`config.mk`:
```
export PLATFORM = sky130hd
export DESIGN_NAME = wb_port_arbiter
export DESIGN_NICKNAME = d
export VERILOG_FILES = /design/src/rtl/riscv_uop_pkg.sv /design/src/rtl/wb_fifo.sv /design/src/rtl/wb_port_arbiter.sv
export SDC_FILE = /design/constraint.sdc
export NUM_CORES = 1
export LEC_CHECK = 0
export BUFFER_PORTS_ARGS = -buffer_cell sky130_fd_sc_hd__buf_2
export CORE_MARGIN = 2
export CORE_UTILIZATION = 40
export DETAILED_ROUTE_END_ITERATION = 8
export PLACE_DENSITY = 0.68
export SLEW_MARGIN = 20
export SYNTH_ARGS = -nofsm -noshare
export SYNTH_HDL_FRONTEND = slang
export SYNTH_SLANG_ARGS = --single-unit
export TNS_END_PERCENT = 20
```
`constraint.sdc`:
```
create_clock -name clk -period 7 [get_ports clk]
set_input_delay 0 -clock clk [delete_from_list [all_inputs] [get_ports clk]]
set_output_delay 0 -clock clk [all_outputs]
set_load 0.02 [all_outputs]
```
`src/rtl/riscv_uop_pkg.sv`:
```
// Shared write-back types: the buffered result entry and the wrap-safe age compare.
package riscv_uop_pkg;

  // Storage width for age stamps; the arbiter uses only the low STW bits.
  localparam int WB_STW_MAX = 8;

  typedef struct packed {
    logic [4:0]            rd;
    logic [31:0]           data;
    logic [WB_STW_MAX-1:0] stamp;
  } wb_entry_t;

  // a is older than b when (a - b) is negative in stw-bit arithmetic.
  function automatic logic age_older(input logic [WB_STW_MAX-1:0] a,
                                     input logic [WB_STW_MAX-1:0] b,
                                     input int                    stw);
    logic [WB_STW_MAX-1:0] diff;
    diff = (a - b) >> (stw - 1);
    return diff[0];
  endfunction

endpackage

```
`src/rtl/wb_fifo.sv`:
```
// Per-source result FIFO: head view for draining, flat entry view for forwarding.
module wb_fifo
  import riscv_uop_pkg::*;
#(
  parameter int DEPTH = 2
) (
  input  logic                  clk,
  input  logic                  rst_n,
  input  logic                  push,
  input  wb_entry_t             push_entry,
  input  logic                  pop,
  output logic                  full,
  output logic                  empty,
  output wb_entry_t             head,
  output logic [DEPTH-1:0]      ent_vld,
  output wb_entry_t [DEPTH-1:0] ent
);

  localparam int AW = $clog2(DEPTH);

  logic [AW:0]            wr_ptr_q, wr_ptr_d, rd_ptr_q, rd_ptr_d, count;
  wb_entry_t [DEPTH-1:0]  mem_q, mem_d;

  assign empty = (wr_ptr_q == rd_ptr_q);
  assign full  = (wr_ptr_q[AW] != rd_ptr_q[AW]) &&
                 (wr_ptr_q[AW-1:0] == rd_ptr_q[AW-1:0]);
  assign count = wr_ptr_q - rd_ptr_q;
  assign head  = mem_q[rd_ptr_q[AW-1:0]];
  assign ent   = mem_q;

  // A slot is live when its distance from the read pointer is below occupancy.
  for (genvar i = 0; i < DEPTH; i++) begin : g_vld
    logic [AW-1:0] off;
    assign off        = AW'(i) - rd_ptr_q[AW-1:0];
    assign ent_vld[i] = ({1'b0, off} < count);
  end

  always_comb begin
    mem_d    = mem_q;
    wr_ptr_d = wr_ptr_q;
    rd_ptr_d = rd_ptr_q;
    if (push && !full) begin
      mem_d[wr_ptr_q[AW-1:0]] = push_entry;
      wr_ptr_d                = wr_ptr_q + (AW+1)'(1);
    end
    if (pop && !empty) begin
      rd_ptr_d = rd_ptr_q + (AW+1)'(1);
    end
  end

  always_ff @(posedge clk or negedge rst_n) begin
    if (!rst_n) begin
      mem_q    <= '0;
      wr_ptr_q <= '0;
      rd_ptr_q <= '0;
    end else begin
      mem_q    <= mem_d;
      wr_ptr_q <= wr_ptr_d;
      rd_ptr_q <= rd_ptr_d;
    end
  end

endmodule

```
`src/rtl/wb_port_arbiter.sv`:
```
// Merges ALU and LSU results onto the single ARF write port, oldest first.
// Optional buffered-result forwarding is compiled in with WB_ARB_FWD_EN.
module wb_port_arbiter
  import riscv_uop_pkg::*;
#(
  parameter int DEPTH = 2
) (
  input  logic        clk,
  input  logic        rst_n,
  input  logic        i_alu_valid,
  input  logic [4:0]  i_alu_rd,
  input  logic [31:0] i_alu_data,
  output logic        o_alu_ready,
  input  logic        i_lsu_valid,
  input  logic [4:0]  i_lsu_rd,
  input  logic [31:0] i_lsu_data,
  output logic        o_lsu_ready,
  output logic        o_wb_en,
  output logic [4:0]  o_wb_rd,
  output logic [31:0] o_wb_data,
  output logic        o_stall,
  input  logic [4:0]  i_q_rs1,
  input  logic [4:0]  i_q_rs2,
  output logic        o_q_rs1_hit,
  output logic        o_q_rs2_hit,
  output logic [31:0] o_q_rs1_data,
  output logic [31:0] o_q_rs2_data
);

  localparam int STW = $clog2(2*DEPTH) + 1;

  logic [STW-1:0]        stamp_q, stamp_d;
  logic                  alu_store, lsu_store;
  logic                  alu_full, alu_empty, lsu_full, lsu_empty;
  logic                  sel_alu, sel_lsu;
  wb_entry_t             alu_in, lsu_in, alu_head, lsu_head;
  logic [DEPTH-1:0]      alu_vld, lsu_vld;
  wb_entry_t [DEPTH-1:0] alu_ent, lsu_ent;

  assign o_alu_ready = !alu_full;
  assign o_lsu_ready = !lsu_full;
  assign o_stall     = !o_alu_ready || !o_lsu_ready;

  // rd==0 results are consumed from the source but never stored.
  assign alu_store = i_alu_valid && o_alu_ready && (i_alu_rd != 5'd0);
  assign lsu_store = i_lsu_valid && o_lsu_ready && (i_lsu_rd != 5'd0);

  // On a tie the load takes the lower stamp, so it drains first.
  always_comb begin
    alu_in       = '0;
    lsu_in       = '0;
    alu_in.rd    = i_alu_rd;
    alu_in.data  = i_alu_data;
    lsu_in.rd    = i_lsu_rd;
    lsu_in.data  = i_lsu_data;
    lsu_in.stamp = WB_STW_MAX'(stamp_q);
    alu_in.stamp = lsu_store ? WB_STW_MAX'(stamp_q + STW'(1)) : WB_STW_MAX'(stamp_q);
    stamp_d      = stamp_q + STW'(alu_store) + STW'(lsu_store);
  end

  always_ff @(posedge clk or negedge rst_n) begin
    if (!rst_n) stamp_q <= '0;
    else        stamp_q <= stamp_d;
  end

  wb_fifo #(.DEPTH(DEPTH)) u_alu_fifo (
    .clk        (clk),
    .rst_n      (rst_n),
    .push       (alu_store),
    .push_entry (alu_in),
    .pop        (sel_alu),
    .full       (alu_full),
    .empty      (alu_empty),
    .head       (alu_head),
    .ent_vld    (alu_vld),
    .ent        (alu_ent)
  );

  wb_fifo #(.DEPTH(DEPTH)) u_lsu_fifo (
    .clk        (clk),
    .rst_n      (rst_n),
    .push       (lsu_store),
    .push_entry (lsu_in),
    .pop        (sel_lsu),
    .full       (lsu_full),
    .empty      (lsu_empty),
    .head       (lsu_head),
    .ent_vld    (lsu_vld),
    .ent        (lsu_ent)
  );

  always_comb begin
    sel_alu   = !alu_empty &&
                (lsu_empty || age_older(alu_head.stamp, lsu_head.stamp, STW));
    sel_lsu   = !lsu_empty && !sel_alu;
    o_wb_en   = sel_alu || sel_lsu;
    o_wb_rd   = 5'd0;
    o_wb_data = 32'd0;
    if (sel_alu) begin
      o_wb_rd   = alu_head.rd;
      o_wb_data = alu_head.data;
    end else if (sel_lsu) begin
      o_wb_rd   = lsu_head.rd;
      o_wb_data = lsu_head.data;
    end
  end

`ifdef WB_ARB_FWD_EN
  logic [1:0][4:0]            q_rs;
  logic [1:0]                 q_hit;
  logic [1:0][31:0]           q_data;
  logic [1:0][WB_STW_MAX-1:0] q_stamp;

  assign q_rs = {i_q_rs2, i_q_rs1};

  // Youngest matching entry across both FIFOs wins.
  always_comb begin
    q_hit   = '0;
    q_data  = '0;
    q_stamp = '0;
    for (int q = 0; q < 2; q++) begin
      for (int i = 0; i < DEPTH; i++) begin
        if (alu_vld[i] && (q_rs[q] != 5'd0) && (alu_ent[i].rd == q_rs[q]) &&
            (!q_hit[q] || age_older(q_stamp[q], alu_ent[i].stamp, STW))) begin
          q_hit[q]   = 1'b1;
          q_data[q]  = alu_ent[i].data;
          q_stamp[q] = alu_ent[i].stamp;
        end
        if (lsu_vld[i] && (q_rs[q] != 5'd0) && (lsu_ent[i].rd == q_rs[q]) &&
            (!q_hit[q] || age_older(q_stamp[q], lsu_ent[i].stamp, STW))) begin
          q_hit[q]   = 1'b1;
          q_data[q]  = lsu_ent[i].data;
          q_stamp[q] = lsu_ent[i].stamp;
        end
      end
    end
  end

  assign o_q_rs1_hit  = q_hit[0];
  assign o_q_rs2_hit  = q_hit[1];
  assign o_q_rs1_data = q_data[0];
  assign o_q_rs2_data = q_data[1];
`else
  logic unused_fwd;
  assign unused_fwd   = ^{i_q_rs1, i_q_rs2, alu_vld, alu_ent, lsu_vld, lsu_ent};
  assign o_q_rs1_hit  = 1'b0;
  assign o_q_rs2_hit  = 1'b0;
  assign o_q_rs1_data = 32'd0;
  assign o_q_rs2_data = 32'd0;
`endif

endmodule
```
Word-level counts from Yosys, hierarchy flattened
Cells that the tools add are included.
{"block": "word_totals", "out_inout_bits": 107, "in_bits": 88, "register_bits": 191}
{"block": "classes", "reduce_logical": 24, "eq_ne": 6, "muxes": 15, "addsub": 8, "order_cmp": 6}
{"operator": "45-bit two-way mux", "n": 6}
{"operator": "90-bit bitwise mux", "n": 2}
{"operator": "45-bit demux with 1-bit select", "n": 2}
{"operator": "32-bit two-way mux", "n": 2}
{"operator": "1-bit logical AND", "n": 14}
{"operator": "5-bit two-way mux", "n": 2}
{"operator": "5-bit nonzero test", "n": 2}
{"operator": "2-bit by 1-bit adder with 2-bit output, second input constant", "n": 4}
{"operator": "1-bit by 2-bit less-than comparator with 1-bit output, second input constant", "n": 4}
{"operator": "3-bit by 1-bit adder with 3-bit output", "n": 2}
{"operator": "1-bit logical NOT", "n": 5}
{"operator": "3-bit by 1-bit adder with 4-bit output, second input constant", "n": 1}
{"operator": "2-bit == test", "n": 2}
{"operator": "4-bit two-way mux", "n": 1}
{"operator": "1-bit logical OR", "n": 3}
{"operator": "3-bit subtractor", "n": 1}
{"operator": "1-bit == test", "n": 2}
{"operator": "1-bit >= comparator, second input constant", "n": 2}
{"operator": "1-bit != test", "n": 2}

Longest topological paths before layout
{"block": "depth", "ltp_word": 9, "mapped_depth": 11, "mapped_depth_nobuf": 7}

By module
From an unflattened synthesis, not the netlist that was laid out.
{"block": "unflattened", "cells_unflattened": 689, "area_unflattened_um2": 10214.8}
{"module": "wb_fifo", "cells_each": 272, "seq_area_each_um2": 2352.3, "area_each_um2": 4505.6, "n_inst": 2}
{"module": "wb_port_arbiter", "cells_each": 145, "seq_area_each_um2": 75.1, "area_each_um2": 1203.7, "n_inst": 1}

Worst setup path after synthesis
Ideal clock, no wire load.
{"block": "synth_path", "path_kind": "register -> output", "start": "register u_alu_fifo.rd_ptr_q[0]", "end": "output o_wb_data[0]", "path_slack_ps": 4121, "n_path_buf": 4, "t_required_ps": 7000, "path_stages_with_launch": 11, "t_arrival_ps": 2879, "cell_sequence": "dfrtp_1 > buf_6 > buf_2 > buf_1 > mux2_2 > ha_1 > o21a_1 > nor3_2 > o21a_1 > buf_6 > o32ai_1"}
{"block": "synth_via", "elab_chain_cells": 9, "elab_cells_between_ends": 11, "classes_between": "1 x add/sub; 1 x eq/ne; 4 x mux; 5 x reduce/logical"}
{"item": "start, declared", "line": "wb_fifo.sv:21", "rtl": "logic [AW:0] wr_ptr_q, wr_ptr_d, rd_ptr_q, rd_ptr_d, count;"}
{"item": "start signal, assigned", "line": "wb_fifo.sv:59", "rtl": "rd_ptr_q <= rd_ptr_d;"}
{"item": "45-bit two-way mux (implied by the code) (2 in a row)", "line": "wb_fifo.sv:28", "rtl": "assign head = mem_q[rd_ptr_q[AW-1:0]];"}
{"item": "3-bit subtractor", "line": "riscv_uop_pkg.sv:18", "rtl": "diff = (a - b) >> (stw - 1);"}
{"item": "1-bit logical OR", "line": "wb_port_arbiter.sv:94", "rtl": "(lsu_empty || age_older(alu_head.stamp, lsu_head.stamp, STW));"}
{"item": "1-bit logical AND", "line": "wb_port_arbiter.sv:93", "rtl": "sel_alu = !alu_empty &&"}
{"item": "1-bit logical NOT", "line": "wb_port_arbiter.sv:95", "rtl": "sel_lsu = !lsu_empty && !sel_alu;"}
{"item": "1-bit logical AND", "line": "wb_port_arbiter.sv:95"}
{"item": "32-bit two-way mux", "line": "wb_port_arbiter.sv:102", "rtl": "end else if (sel_lsu) begin"}
{"item": "32-bit two-way mux *", "line": "wb_port_arbiter.sv:99", "rtl": "if (sel_alu) begin"}
{"item": "end, declared", "line": "wb_port_arbiter.sv:20", "rtl": "output logic [31:0] o_wb_data,"}
Every way passes the cells marked *; elsewhere a longest branch is shown, timed or not. The select of a mux whose other input is x is not followed.

Worst setup path in the final report
{"block": "layout_path", "start": "register u_alu_fifo.rd_ptr_q[0]", "end": "output o_wb_data[22]"}
The elaborated chain is that of the path after synthesis.

==> run_results.csv <==
group,metric,value,unit
logic_synthesis,synth_warnings,0,
sta,finClkSkew,0.009351,ns
final_layout,n_antenna_cell,0,
run_status,outcome,"finished clean",
floorplan,boundaryPins,195,
routing,drt-initial-drc-count,148,
routing,drc_errors,0,
routing,vias,5455,
clocking,clockBufferDepth,2,
logic_synthesis,syn_area,0.008808,sq mm
global_route,grt_pass1_wl,30370,um
global_route,gr-total-overflow,0,
routing,highest_layer,"met4",
floorplan,dieArea,0.02322,sq mm
sta,hold_violations,0,
clocking,post-cts-setup-buffers,0,
critical_path,cp.arrival,4.08,ns
critical_path,critPathLaunchType,"flip-flop",
final_layout,nNetsFinal,905,
clocking,clock_latency,0.42,ns
routing,post_drt_wl_per_cell,16.88,um
logic_synthesis,synth_edf_count,0,
floorplan,placementRows,54,
clocking,postCtsResizedCells,0,
logic_synthesis,yosysUniqueCellTypes,46,
final_layout,multi_input_area,0.003961,sq mm
routing,met2_length,9169,um
final_layout,nFillCells,1916,
critical_path,worstPathRequired,7.00,ns
global_route,grt_max_degree,95,
global_route,grt_usage,16.43,%
clocking,holdBufCountCts,76,
clocking,cts_tree,"built",
final_layout,fin_area,0.01069,sq mm
clocking,cts_root_buffer,"clkbuf_16",
logic_synthesis,synth_area_per_cell,13.89,sq um
routing,via_per_inst,4.937,
place,port-buffer-count,118,
sta,worst_pin_slew,0.9044,ns
routing,wl_met1,8491,um
clocking,clock_sinks,171,
sta,slew-limit-headroom,39.71,%
critical_path,crit_path_max_fanout,28,
floorplan,core-area,0.02169,sq mm
sta,fin_crit_sh,58.27,%
critical_path,critPathCaptureType,"primary output",
sta,final.setup.tns,0,ns
clocking,cts_made_buffers,17,
flow_run,maxCapViolations,0,
sta,rsz0062_at_grt,"no",
sta,slew_viol_final,0,
global_route,antenna_found_initial,0,
routing,antenna_left,0,
sta,fmax,245.2,MHz
final_layout,instances_no_fill,1105,
logic_synthesis,async_reset_ff_share,100.0,%
place,gp_congestion,0.7568,
logic_synthesis,synth-main-ff-cell,"dfrtp_1",
logic_synthesis,yosysSeqAreaShare,48.58,%
sta,min_period,4.079,ns
routing,routed_wl,18650,um
floorplan,start_util,40.61,%
place,placed_area,0.009291,sq mm
clocking,clkTransAtPathRegs,0.07,ns
floorplan,dieHeight,152.4,um
min_path,hold_class,"primary input to flip-flop",
routing,routed-wl-met3,751,um
logic_synthesis,syn_inst,634,
final_layout,drive_gt1_share,39.15,%
critical_path,worst-setup-path-type,"flip-flop to primary output",
sta,setup_viol,0,
global_route,grt_pass1_vias,5763,
clocking,htreeDepth,4,
routing,first_pass_iters,4,
place,dp.cells,997,
floorplan,die_w,152.4,um
place,dp_hpwl,11560,um
logic_synthesis,synth_seq_cells,171,
final_layout,syn_to_final_growth,21.31,%
final_layout,seqCellArea,0.004282,sq mm
[layout by cell type (no fill, tap or decap), types with 2 or more instances in the layout]
cell / Yosys / routed
a21oi_1: 4 / 4
buf_2: 11 / 117
buf_4: 74 / 9
buf_6: 14 / 2
bufinv_16: 0 / 3
clkbuf_16: 0 / 17
clkinvlp_4: 0 / 2
conb_1: 1 / 66
dfrtp_1: 171 / 169
dfrtp_2: 0 / 2
dlygate4sd3_1: 0 / 76
ha_1: 4 / 4
inv_1: 6 / 6
inv_6: 0 / 4
inv_8: 0 / 3
mux2_1: 42 / 42
mux2_2: 115 / 115
mux2i_1: 77 / 77
mux2i_4: 2 / 2
nand2_1: 8 / 8
nand2b_1: 2 / 2
nand3_1: 3 / 3
nor2_1: 5 / 4
nor2_4: 0 / 2
o2111ai_1: 4 / 4
o211ai_1: 2 / 2
o21ai_0: 3 / 3
o32ai_1: 7 / 7
o32ai_2: 30 / 30
or4_1: 3 / 3
xnor2_1: 9 / 9
xor2_1: 5 / 5
[kinds of logic after synthesis]
| family | Yosys count | share of synthesized area [%] |
|---|---|---|
| adder cells (fa/ha/maj) | 5 | 0.7955 |
| other | 1 | 0.04257 |
| AO/OA/AOI/OAI | 61 | 8.409 |
| XOR/XNOR | 16 | 1.761 |
| multiplexers | 236 | 29.33 |
| flip-flops | 171 | 48.58 |
| buffers and inverters | 117 | 9.489 |
| AND/OR/NAND/NOR | 27 | 1.591 |
[stage by stage]
stage               utilization (%)  hold WS, ns  worst slack (ns)
floorplan                         -      -0.2956             4.121
global placement              42.84       0.1376             3.353
detailed placement            42.84       0.1348             3.348
CTS                           49.25      0.09155             2.863
global route                  49.27       0.1037             2.706
finish                        49.27       0.1160             2.921
[routing by layer]
layer,GRT usage [%],vias up
met4,4.539,0
li1,-,2541
met5,0,-
met1,21.46,2749
met2,27.89,147
met3,3.356,18
[synth_stat cells, drive strengths merged (2+ instances only)]
library cell / count / share of area [%]
inv: 7 / 0.30
xor2: 6 / 0.68
o21ai: 4 / 0.27
o211ai: 2 / 0.17
xnor2: 10 / 1.1
ha: 4 / 0.57
clkbuf: 8 / 0.34
buf: 102 / 8.8
a21oi: 5 / 0.33
nand2b: 2 / 0.14
mux2i: 79 / 9.3
nor2: 6 / 0.28
nand3: 3 / 0.17
or4: 3 / 0.26
mux2: 157 / 20
dfrtp: 171 / 49
nand2: 9 / 0.41
o32ai: 37 / 6.2
o21a: 2 / 0.17
o2111ai: 4 / 0.40
[worst max-delay path, stage by stage (launching register included)]
cell	delay, ns
dfrtp_2	0.89
buf_4	0.55
mux2i_4	0.38
xnor2_2	0.16
nor3_2	0.27
o21a_2	0.53
buf_4	0.49
o32ai_2	0.16
buf_2	0.20
[path summary, 6_finish.rpt]
kind	startpoint	endpoint	slack, ns	depth (start not counted)
hold / removal	i_lsu_valid	u_lsu_fifo.wr_ptr_q[0]$_DFFE_PN0N_	0.12	3
min in group asynchronous	rst_n	u_lsu_fifo.ent[27]$_DFFE_PN0P_	0.19	2
setup / recovery	u_alu_fifo.rd_ptr_q[0]$_DFFE_PN0P_	o_wb_data[22]	2.92	8
hold reg to reg	u_lsu_fifo.ent[45]$_DFFE_PN0P_	u_lsu_fifo.ent[45]$_DFFE_PN0P_	0.48	2
setup reg to reg	u_alu_fifo.rd_ptr_q[0]$_DFFE_PN0P_	u_alu_fifo.ent[87]$_DFFE_PN0P_	3.55	6
max in group asynchronous	rst_n	u_lsu_fifo.rd_ptr_q[0]$_DFFE_PN0P_	5.57	3
[state kept, by name, summed over array words and instances (netlist names)]
name / cells
stamp_q: 3
u_alu_fifo.ent: 80
u_alu_fifo.rd_ptr_q: 2
u_alu_fifo.wr_ptr_q: 2
u_lsu_fifo.ent: 80
u_lsu_fifo.rd_ptr_q: 2
u_lsu_fifo.wr_ptr_q: 2
[final cells by class]
class | instances | area share, %
clock buffer | 17 | 3.981
clock inverter | 15 | 1.909
inverter | 7 | 0.2459
multi-input combinational | 411 | 37.07
sequential | 171 | 40.07
tap | 280 | 3.279
timing repair buffer | 204 | 13.44
Power is not shown: default switching activity piles up to over one toggle a cycle in this logic, so the estimate is an artifact.
